## config.mk

```make
export PLATFORM = sky130hd
export DESIGN_NAME = alu_shift_seq
export DESIGN_NICKNAME = d
export VERILOG_FILES = /design/src/rtl/alu_shift_seq.sv
export SDC_FILE = /design/constraint.sdc
export NUM_CORES = 1
export LEC_CHECK = 0
export BUFFER_PORTS_ARGS = -buffer_cell sky130_fd_sc_hd__clkbuf_2
export CAP_MARGIN = 20
export CORE_MARGIN = 10
export CORE_UTILIZATION = 59
export CTS_CLUSTER_DIAMETER = 80
export DETAILED_ROUTE_END_ITERATION = 16
export PLACE_DENSITY = 0.94
export SLEW_MARGIN = 40
export SYNTH_ARGS = -nofsm -noshare
export SYNTH_HDL_FRONTEND = slang
export SYNTH_SLANG_ARGS = --single-unit
```

## constraint.sdc

```tcl
create_clock -name CLKx4 -period 5.6 [get_ports CLKx4]
set_input_delay 0.28 -clock CLKx4 [delete_from_list [all_inputs] [get_ports CLKx4]]
set_output_delay 0.28 -clock CLKx4 [all_outputs]
set_load 0.01 [all_outputs]
```

## src/rtl/alu_shift_seq.sv

```systemverilog
// Multi-cycle rotate/shift unit: one single-bit step per clock, x86-style flag results.
// Operand, carry and incoming flags are latched at start, so the inputs may change while busy.
//
// state | meaning
// IDLE  | waiting for start; S and flags hold the last result
// SHIFT | one 1-bit step per edge until the remaining count reaches zero
// DONE  | one-cycle done pulse, then back to IDLE
module alu_shift_seq #(
  parameter int WIDTH   = 16,
  parameter int COUNT_W = 8
) (
  input  logic               CLKx4,
  input  logic               RESETn,
  input  logic               start,
  input  logic [2:0]         Operation,
  input  logic               byteWord,
  input  logic [WIDTH-1:0]   A,
  input  logic [COUNT_W-1:0] count,
  input  logic               carryIn,
  input  logic               overflowIn,
  input  logic               negIn,
  input  logic               zeroIn,
  input  logic               parityIn,
  input  logic               auxIn,
  output logic [WIDTH-1:0]   S,
  output logic               F_Carry,
  output logic               F_Overflow,
  output logic               F_Neg,
  output logic               F_Zero,
  output logic               F_Parity,
  output logic               F_Aux,
  output logic               busy,
  output logic               done
);

  localparam logic [1:0] IDLE  = 2'd0;
  localparam logic [1:0] SHIFT = 2'd1;
  localparam logic [1:0] DONE  = 2'd2;

  localparam logic [2:0] OP_ROL = 3'd0;
  localparam logic [2:0] OP_ROR = 3'd1;
  localparam logic [2:0] OP_RCL = 3'd2;
  localparam logic [2:0] OP_RCR = 3'd3;
  localparam logic [2:0] OP_SHR = 3'd5;
  localparam logic [2:0] OP_SAR = 3'd7;

  localparam logic [WIDTH-1:0] BYTE_MASK = {{(WIDTH-8){1'b0}}, 8'hFF};
  localparam logic [WIDTH-1:0] WORD_TOP  = {1'b1, {(WIDTH-1){1'b0}}};
  localparam logic [WIDTH-1:0] BYTE_TOP  = {{(WIDTH-8){1'b0}}, 8'h80};

  logic [1:0]         state;
  logic [WIDTH-1:0]   data;
  logic               carry;
  logic [2:0]         op;
  logic               isWord;
  logic [COUNT_W-1:0] remain;
  logic               negL, zeroL, parityL, auxL;

  logic [WIDTH-1:0]   inMask;
  logic [WIDTH-1:0]   mask;
  logic [WIDTH-1:0]   topOne;
  logic               topBit;
  logic [WIDTH-1:0]   stepData;
  logic               stepCarry;
  logic               newTop;
  logic               newNext;
  logic               stepOf;
  logic               isRotate;

  assign inMask = byteWord ? {WIDTH{1'b1}} : BYTE_MASK;

  // Byte mode keeps bits above 7 at zero, so a plain shift plus the active-width mask suffices.
  always_comb begin
    mask      = isWord ? {WIDTH{1'b1}} : BYTE_MASK;
    topOne    = isWord ? WORD_TOP : BYTE_TOP;
    topBit    = isWord ? data[WIDTH-1] : data[7];
    stepData  = data;
    stepCarry = carry;
    case (op)
      OP_ROL: begin
        stepCarry = topBit;
        stepData  = ((data << 1) | {{(WIDTH-1){1'b0}}, topBit}) & mask;
      end
      OP_ROR: begin
        stepCarry = data[0];
        stepData  = (data >> 1) | (data[0] ? topOne : '0);
      end
      OP_RCL: begin
        stepCarry = topBit;
        stepData  = ((data << 1) | {{(WIDTH-1){1'b0}}, carry}) & mask;
      end
      OP_RCR: begin
        stepCarry = data[0];
        stepData  = (data >> 1) | (carry ? topOne : '0);
      end
      OP_SHR: begin
        stepCarry = data[0];
        stepData  = data >> 1;
      end
      OP_SAR: begin
        stepCarry = data[0];
        stepData  = (data >> 1) | (topBit ? topOne : '0);
      end
      default: begin
        stepCarry = topBit;
        stepData  = (data << 1) & mask;
      end
    endcase

    newTop  = isWord ? stepData[WIDTH-1] : stepData[7];
    newNext = isWord ? stepData[WIDTH-2] : stepData[6];
    case (op)
      OP_ROR, OP_RCR: stepOf = newTop ^ newNext;
      OP_SHR:         stepOf = topBit;
      OP_SAR:         stepOf = 1'b0;
      default:        stepOf = newTop ^ stepCarry;
    endcase
    isRotate = ~op[2];
  end

  always_ff @(posedge CLKx4 or negedge RESETn) begin
    if (!RESETn) begin
      state      <= IDLE;
      data       <= '0;
      carry      <= 1'b0;
      op         <= '0;
      isWord     <= 1'b0;
      remain     <= '0;
      negL       <= 1'b0;
      zeroL      <= 1'b0;
      parityL    <= 1'b0;
      auxL       <= 1'b0;
      S          <= '0;
      F_Carry    <= 1'b0;
      F_Overflow <= 1'b0;
      F_Neg      <= 1'b0;
      F_Zero     <= 1'b0;
      F_Parity   <= 1'b0;
      F_Aux      <= 1'b0;
    end else begin
      case (state)
        IDLE: begin
          if (start) begin
            data    <= A & inMask;
            carry   <= carryIn;
            op      <= Operation;
            isWord  <= byteWord;
            remain  <= count;
            negL    <= negIn;
            zeroL   <= zeroIn;
            parityL <= parityIn;
            auxL    <= auxIn;
            if (count == '0) begin
              state      <= DONE;
              S          <= A & inMask;
              F_Carry    <= carryIn;
              F_Overflow <= overflowIn;
              F_Neg      <= negIn;
              F_Zero     <= zeroIn;
              F_Parity   <= parityIn;
              F_Aux      <= auxIn;
            end else begin
              state <= SHIFT;
            end
          end
        end
        SHIFT: begin
          data   <= stepData;
          carry  <= stepCarry;
          remain <= remain - COUNT_W'(1);
          if (remain == COUNT_W'(1)) begin
            state      <= DONE;
            S          <= stepData;
            F_Carry    <= stepCarry;
            F_Overflow <= stepOf;
            if (isRotate) begin
              F_Neg    <= negL;
              F_Zero   <= zeroL;
              F_Parity <= parityL;
              F_Aux    <= auxL;
            end else begin
              F_Neg    <= newTop;
              F_Zero   <= (stepData == '0);
              F_Parity <= ~^stepData[7:0];
              F_Aux    <= 1'b0;
            end
          end
        end
        DONE:    state <= IDLE;
        default: state <= IDLE;
      endcase
    end
  end

  assign busy = (state != IDLE);
  assign done = (state == DONE);

endmodule
```

==> flow_summary.ini, run 1 <==
[clocking]
cts_root_buffer = clkbuf_8
cts_tree = done
numCtsBuffers = 9
path_clk_slew_ns = 0.07
cts_hold_buf = 0
cts_resized = 0
insertion_delay_ns = 0.34
cts_setup_buffers = 0
clockBufferDepth = 2
cts_htree_levels = 3
cts.sinks = 57

[floorplanning]
die_w_um = 92.13
dieArea_mm2 = 0.008487
coreArea_mm2 = 0.005075
num_rows = 26
die_y_um = 92.13
start_util_pct = 60.48
ios = 61

[sta]
rsz0062_at_grt = false
hold_violations = 0
setup_tns_ns = 0
post-route-period-util_pct = 44.01
fmax_mhz = 405.7
fin_crit_ns = 2.465
worst_slack_ns = 3.135
skew_ns = 0.007227
slew_headroom_pct = 52.93
slew_violations = 0
finalSetupViolCount = 0
worst-slew-pin-transition_ns = 0.7061

[placement]
place_hpwl_um = 5668
port_buffers = 60
dp_cells = 457
pre_cts_ws_ns = 3.140
gp_congestion = 0.9471

[yosys]
syn_nets = 390
synth_edf_count = 0
yosysSeqAreaShare_pct = 46.47
yosys.area.top_type = dfrtp_1
yosys_warnings = 0
synthFlopType = dfrtp_1
synth_area_mm2 = 0.003069
synth-seq-cells = 57
syn_area_per_cell_um2 = 8.845
synth_top_area_share_pct = 46.47
synth.distinct_cells = 51
syn_inst = 347
ys_async_sr_fraction_pct = 100.0
ys_top_cells_by_area = dfrtp_1 46%, nand2_1 7.6%, o21ai_0 4.7%

[grt]
grt_start_max_net_pins = 58
met2_usage_pct = 32.00
grt_pass1_wl_um = 13630
met1_usage_pct = 23.35
grt-busiest-layer = met2
track_usage_pct = 19.68
antenna_found_initial = 0
grtUsageMet3_pct = 4.727
grt_pass1_vias = 2851
gr-total-overflow = 0

[route]
routed_via_density = 6.011
first_pass_iters = 5
post_drt_wl_per_cell_um = 17.41
first_iter_violations = 345
dr_total_vias = 2843
drt_wl_total_um = 8236
drc_errors = 0
ant_nets = 0

[finish]
n_fill_cell = 391
area_growth_pct = 16.59
drive_gt1_share_pct = 22.83
num_antenna_cells = 0
nets = 441
layout.cells.non_filler = 473
regArea_mm2 = 0.001428
multi_input_area_mm2 = 0.001521

[critical_path]
r2r_cells = 11
worstPathArrival_ns = 2.72
r2r-start = op[2]
regToRegEndpoint = F_Parity
crit_path_end_kind = flip-flop
critPathMaxFanout = 14
required_ns = 5.86
reg2reg_slack_ns = 3.14
crit_type = reg -> reg
start_kind = flip-flop

[power_and_ir_drop]
leakage_nw = 1.715
ir_worst_vdd_v = 0.0002214
p_per_area_mw_per_mm2 = 219.7

[worst_hold_path]
hold_path.class = in -> async

[job]
cap_violations = 0

[outcome]
status = complete, no violations
## where the power goes
group          internal (mW)  switching (mW)
clock                  0.182           0.168
combinational        0.00992          0.0151
sequential             0.412               0
total                  0.603           0.183
## cell families (layout without fill, tap and decap cells)
kind of cell             count (synthesis)  after routing  share of synthesized area (%)
AND/OR/NAND/NOR                        136            136                          21.52
flip-flops                              57             57                          46.47
multiplexers                            11             11                          3.669
buffers and inverters                   31             87                          4.036
XOR/XNOR                                 3              3                         0.8563
AO/OA/AOI/OAI                          103            103                          21.00
adder cells (fa/ha/maj)                  6              6                          2.446
## critical path, cell delays in order (launching register included)
cell	delay, ns
dfrtp_1	0.65
a21boi_0	0.16
o31ai_1	0.31
nor2_1	0.09
a21oi_1	0.15
ha_1	0.27
xnor2_1	0.19
xnor2_1	0.14
mux2i_1	0.09
nand2_1	0.09
o21ai_0	0.08
o21ai_0	0.16
## cells in the final DEF, fill, tap and decap left out, types with 3 or more instances in the layout
cell and n:
nand2_1 61, clkbuf_2 60, dfrtp_1 56, o21ai_0 29, a21oi_1 27, nor2_1 26, clkbuf_8 11, mux2i_1 9
a31oi_1 9, a22oi_1 8, and3_1 8, o21bai_1 8, nand3_1 7, inv_1 6, ha_1 6, nand2b_1 5
buf_4 5, nor4_1 4, nor2b_1 3, or4_1 3, or3_1 3, o211ai_1 3, xnor2_1 3, clkinv_2 3
## worst max path at each step
| stage | slack [ns] | depth (start not counted) | end | start |
|---|---|---|---|---|
| CTS | 3.10 | 10 | F_Parity | op[0] |
| floorplan | 3.39 | 12 | F_Parity | isWord |
| global placement | 3.30 | 10 | F_Parity | op[0] |
| finish | 3.14 | 11 | F_Parity | op[2] |
| global route | 2.82 | 11 | F_Parity | op[2] |
| detailed placement | 3.14 | 10 | F_Parity | op[0] |
## final cells by class
class	count	share of cell area, %
Multi-Input combinational cell	259	42.52
Sequential cell	57	39.90
Timing Repair Buffer	65	9.441
Clock buffer	11	4.231
Tap cell	70	2.448
Clock inverter	5	0.8392
Inverter	6	0.6294
## metrics by stage
stage | total power [mW] | area [µm²] | hold WS (ns) | utilization (%)
3_5_place_dp | 0.4446 | 3393 | 0.4605 | 66.86
3_3_place_gp | 0.4440 | 3393 | 0.4530 | 66.86
4_1_cts | 0.7899 | 3575 | 0.08988 | 70.44
5_1_grt | 0.8090 | 3578 | 0.1263 | 70.51
6_report | 0.7862 | 3578 | 0.06860 | 70.51
2_1_floorplan | 0.4210 | 3069 | -0.01559 | -
## Yosys cell counts (2+ instances only)
cell type and number:
nor3b_1 2, inv_1 6, nand2b_1 5, nand4_1 2, or3_1 3, ha_1 6
o211ai_1 3, mux2i_1 9, a31oi_1 9, a21oi_1 27, nor2_1 26, a21boi_0 2
nor4_1 4, o31ai_1 2, o221a_2 2, nor3_1 2, dfrtp_1 57, and3_1 8
o21ai_0 29, mux2_2 2, a22oi_1 8, nand2_1 62, o21bai_1 8, clkbuf_1 23
nand3_1 7, nor2b_1 3, xnor2_1 3, o311ai_0 2, or4_1 3
## state kept, by name, indices dropped and copies added, names as in the netlist, 2 cells and up
name,cells
op,3
data,16
remain,8
state,2
S,16
## per-layer routing
| metal | vias to the layer above | part of all wire (%) | routed length (µm) |
|---|---|---|---|
| met4 | 0 | 3.5 | 290 |
| met3 | 30 | 7.4 | 606 |
| li1 | 1344 | - | - |
| met1 | 1332 | 39 | 3205 |
| met2 | 137 | 50 | 4133 |
| met5 | - | 0 | 0 |
No activity file was read; power rests on OpenSTA's default activity.
==> inputs of run 2 (changes only) <==
- ABC_AREA: unset -> 1
- CORE_UTILIZATION: 59 -> 55
- PLACE_DENSITY: 0.94 -> 0.89
- clock period: 5.6 -> 2.45 ns (I/O delays scaled with it)
==> flow_summary.ini, run 2 <==
[outcome]
status = complete, no violations

[clocking]
cts_tree = done
clockBufferDepth = 2
cts_resized = 0
cts_setup_buffers = 0
insertion_delay_ns = 0.33
cts_root_buffer = clkbuf_8
numCtsBuffers = 9
cts.sinks = 57
cts_htree_levels = 3
path_clk_slew_ns = 0.07

[yosys]
synth_top_area_share_pct = 45.65
synth_common_cells = 125 x nand2_1, 60 x o21ai_0, 57 x dfrtp_1
synth_edf_count = 0
synth_most_common_cell = nand2_1
syn_area_per_cell_um2 = 7.602
synth.distinct_cells = 36
synth-seq-cells = 57
yosys_warnings = 0
syn_inst = 411
syn_nets = 454
synthFlopType = dfrtp_1
ys_async_sr_fraction_pct = 100.0
yosysSeqAreaShare_pct = 45.65
yosys.area.top_type = dfrtp_1
ys_top_cells_by_area = dfrtp_1 46%, nand2_1 15%, o21ai_0 9.6%
synth_area_mm2 = 0.003124

[sta]
slew_headroom_pct = 68.49
worst-slew-pin-transition_ns = 0.4719
hold_violations = 0
post-route-period-util_pct = 88.18
fin_crit_ns = 2.160
hold_ws_ns = 0.009110
fmax_mhz = 462.9
setup_tns_ns = 0
slew_violations = 0
rsz0062_at_grt = false
skew_ns = 0.006904
finalSetupViolCount = 0

[critical_path]
critPathMaxFanout = 8
required_ns = 2.66
r2r-start = isWord
regToRegEndpoint = F_Parity
reg2reg_slack_ns = 0.29
worstPathArrival_ns = 2.37
start_kind = flip-flop
crit_type = reg -> reg
r2r_cells = 12
crit_path_end_kind = flip-flop

[finish]
area_growth_pct = 20.54
reg_top3 = S (16), data (16), remain (8)
final_common_cell = nand2_1
num_antenna_cells = 0
final_cell_mix = 125 x nand2_1, 60 x o21ai_0, 60 x clkbuf_2
n_fill_cell = 492
drive_gt1_share_pct = 21.22
nets = 514

[route]
ant_nets = 0
first_iter_violations = 176
drt_wl_total_um = 8072
drc_errors = 0
post_drt_wl_per_cell_um = 14.73
dr_total_vias = 2905
first_pass_iters = 5
routed_via_density = 5.301

[worst_hold_path]
hold_depth = 3
hold_path.class = in -> reg
whs_endpoint = parityL
hold_path_startpoint = parityIn

[placement]
place_hpwl_um = 6016
gp_congestion = 0.9086
port_buffers = 60

[power_and_ir_drop]
ir_worst_vdd_v = 0.0009397
p_per_area_mw_per_mm2 = 1548
leakage_nw = 1.905
power_mw = 5.829

[floorplanning]
ios = 61
die_w_um = 95.37
start_util_pct = 56.74
coreArea_mm2 = 0.005507
die_y_um = 95.37
dieArea_mm2 = 0.009095
num_rows = 27

[grt]
antenna_found_initial = 0
track_usage_pct = 18.57
gr-total-overflow = 0
grt_pass1_vias = 2885
grt_pass1_wl_um = 13430
grt_start_max_net_pins = 43

[job]
cap_violations = 0
[run 2: cell families (layout without fill, tap and decap cells)]
| family | after synthesis | in the layout | synth area share (%) |
|---|---|---|---|
| mux | 1 | 1 | 0.3204 |
| simple gates | 178 | 178 | 23.79 |
| flops | 57 | 57 | 45.65 |
| compound gates | 106 | 106 | 18.78 |
| buf+inv | 60 | 125 | 8.210 |
| xor+xnor | 3 | 3 | 0.8412 |
| fa+ha+maj | 6 | 6 | 2.403 |
[run 2: timing repair]
item                                    in CTS  in global routing
endpoints found under the setup margin       0                  0
hold buffers                                 3                  0
endpoints found under the hold margin       59                  0
[run 2: worst max path at each step]
stage               end  startpoint  slack (ns)
2_1_floorplan  F_Parity      isWord        0.62
3_3_place_gp   F_Parity      isWord        0.38
3_5_place_dp   F_Parity       op[2]        0.32
4_1_cts        F_Parity       op[2]        0.29
5_1_grt        F_Parity      isWord        0.14
6_report       F_Parity      isWord        0.29
[run 2: layer usage]
metal / share of wire (%) / global-route usage [%] / routed length, µm / vias up
met5: 0 / 0 / 0 / -
met4: 1.5 / 7.248 / 125 / 0
met3: 6.5 / 5.027 / 524 / 12
met2: 47 / 29.09 / 3777 / 91
met1: 45 / 23.97 / 3645 / 1333
li1: - / - / - / 1469
[run 2: cell type report]
class | instances | area (µm²) | area share, %
clock buffer | 11 | 151.4 | 4.020
multi-input combinational | 294 | 1441 | 38.27
tap | 72 | 90.09 | 2.392
sequential | 57 | 1426 | 37.87
inverter | 39 | 148.9 | 3.953
clock inverter | 5 | 125.1 | 3.322
timing repair buffer | 70 | 382.9 | 10.17
[run 2: power breakdown]
part           internal [mW]  leakage, nW  switching (mW)
Sequential              1.39        0.705           0.341
Clock                  0.833        0.140           0.380
Combinational           1.05         1.06            1.83
Total                   3.28         1.90            2.55
[run 2: stage by stage]
stage	area [µm²]	utilization [%]	worst slack (ns)	instances
after global routing	3766	68.39	0.1368	548
after global placement	3460	62.83	0.3833	529
after floorplan	3124	-	0.6244	411
after CTS	3766	68.39	0.2871	548
final	3766	68.39	0.2895	548
after detailed placement	3460	62.83	0.3158	529
[run 2: critical path: stages, from the launching register on]
cell,delay [ns]
dfrtp_1,0.55
inv_4,0.09
nand2_1,0.13
nand2_1,0.09
o21ai_0,0.14
o21ai_0,0.10
inv_1,0.09
ha_1,0.24
xor2_1,0.17
xnor2_1,0.19
nand2_1,0.07
o211ai_1,0.09
a2bb2oi_1,0.09
==> inputs of run 3 (changes only) <==
- CORE_UTILIZATION: 55 -> 59
- PLACE_DENSITY: 0.89 -> 0.93
- clock period: 2.45 -> 2.55 ns (I/O delays scaled with it)
==> flow_summary.ini, run 3 (synthesis gave the netlist of run 2 again) <==
[outcome]
status = complete, no violations

[critical_path]
crit_path_end_kind = flip-flop
start_kind = flip-flop
crit_type = reg -> reg
required_ns = 2.82
critPathMaxFanout = 12
worstPathArrival_ns = 2.51

[floorplanning]
die_y_um = 92.77
coreArea_mm2 = 0.005107
ios = 61
die_w_um = 92.77
dieArea_mm2 = 0.008606
start_util_pct = 61.17
num_rows = 26

[placement]
place_hpwl_um = 5885
port_buffers = 60
gp_congestion = 0.9398

[finish]
drive_gt1_share_pct = 20.59
final_cell_mix = 125 x nand2_1, 60 x o21ai_0, 60 x clkbuf_2
final_common_cell = nand2_1
multi_input_area_mm2 = 0.001441
num_antenna_cells = 0
n_fill_cell = 388
nets = 510
reg_top3 = S (16), data (16), remain (8)
regArea_mm2 = 0.001426
area_growth_pct = 17.14

[grt]
gr-total-overflow = 0
antenna_found_initial = 0
grt_pass1_wl_um = 13630
grt_pass1_vias = 2913
track_usage_pct = 19.13
grt_start_max_net_pins = 43

[sta]
fin_crit_ns = 2.236
slew_headroom_pct = 47.53
fmax_mhz = 447.3
worst-slew-pin-transition_ns = 0.7871
hold_ws_ns = 0.01999
skew_ns = 0.004383
post-route-period-util_pct = 87.67
finalSetupViolCount = 0
hold_violations = 0
setup_tns_ns = 0
slew_violations = 0
rsz0062_at_grt = false

[route]
post_drt_wl_per_cell_um = 15.00
first_iter_violations = 211
first_pass_iters = 5
routed_via_density = 5.549
drc_errors = 0
dr_total_vias = 3002
ant_nets = 0
drt_wl_total_um = 8116

[power_and_ir_drop]
leakage_nw = 1.854
power_mw = 5.257
p_per_area_mw_per_mm2 = 1436
ir_worst_vdd_v = 0.0007530

[worst_hold_path]
hold_path.class = in -> reg

[clocking]
insertion_delay_ns = 0.33
cts_tree = done
cts_htree_levels = 3
cts_hold_buf = 1
cts_setup_buffers = 0
cts_resized = 0
cts_root_buffer = clkbuf_8
cts.sinks = 57
clockBufferDepth = 2
path_clk_slew_ns = 0.06
numCtsBuffers = 9

[job]
cap_violations = 0
run 3: cell types whose count changed in the layout (fill, tap and decap cells not counted), sizes merged:
cell / delta
dlygate4sd3: -2
clkinv: +1
clkbuf: +1
buf: -2
bufinv: -3
run 3: final timing paths:
path | startpoint | to | slack (ns) | cells after the start
max in group asynchronous | RESETn | data[8] | 1.52 | 3
min in group asynchronous | RESETn | remain[3] | 0.41 | 2
worst max-delay path | op[2] | F_Zero | 0.31 | 13
worst min-delay path | Operation[1] | op[1] | 0.02 | 3
worst max register to register | op[2] | F_Zero | 0.31 | 13
worst min register to register | remain[5] | remain[5] | 0.49 | 2
run 3: worst max-delay path, cell delays in order (launching register included):
cell	delay, ns
dfrtp_1	0.54
inv_1	0.19
nor2_2	0.16
nand2_1	0.07
nand3_2	0.08
nand2_2	0.06
a21boi_2	0.14
ha_1	0.15
nand2_1	0.05
nor3_1	0.21
nand2_1	0.09
nor3_1	0.26
o21ai_0	0.12
nand2_1	0.06
run 3: through the flow:
step | worst slack (ns) | instances | utilization, % | area, µm²
2_1_floorplan | 0.7244 | 411 | - | 3124
3_3_place_gp | 0.4786 | 525 | 67.64 | 3455
3_5_place_dp | 0.3854 | 525 | 67.64 | 3455
4_1_cts | 0.3462 | 541 | 71.66 | 3660
5_1_grt | 0.06911 | 541 | 71.66 | 3660
6_report | 0.3143 | 541 | 71.66 | 3660
run 3: final cells by class:
type / count / share of cell area, %
inverter: 39 / 4.068
clock inverter: 3 / 1.094
tap: 70 / 2.393
multi-input combinational: 294 / 39.38
sequential: 57 / 38.97
timing repair buffer: 66 / 9.846
clock buffer: 12 / 4.239
run 3: routing by layer:
metal / wire (µm) / GRT usage [%]
met1: 3527 / 24.09
met2: 3843 / 30.32
met3: 605 / 5.085
met4: 140 / 7.969
met5: 0 / 0
run 3: where the power goes:
part / switching [mW] / internal (mW)
Sequential: 0.331 / 1.34
Clock: 0.346 / 0.496
Combinational: 1.74 / 1.00
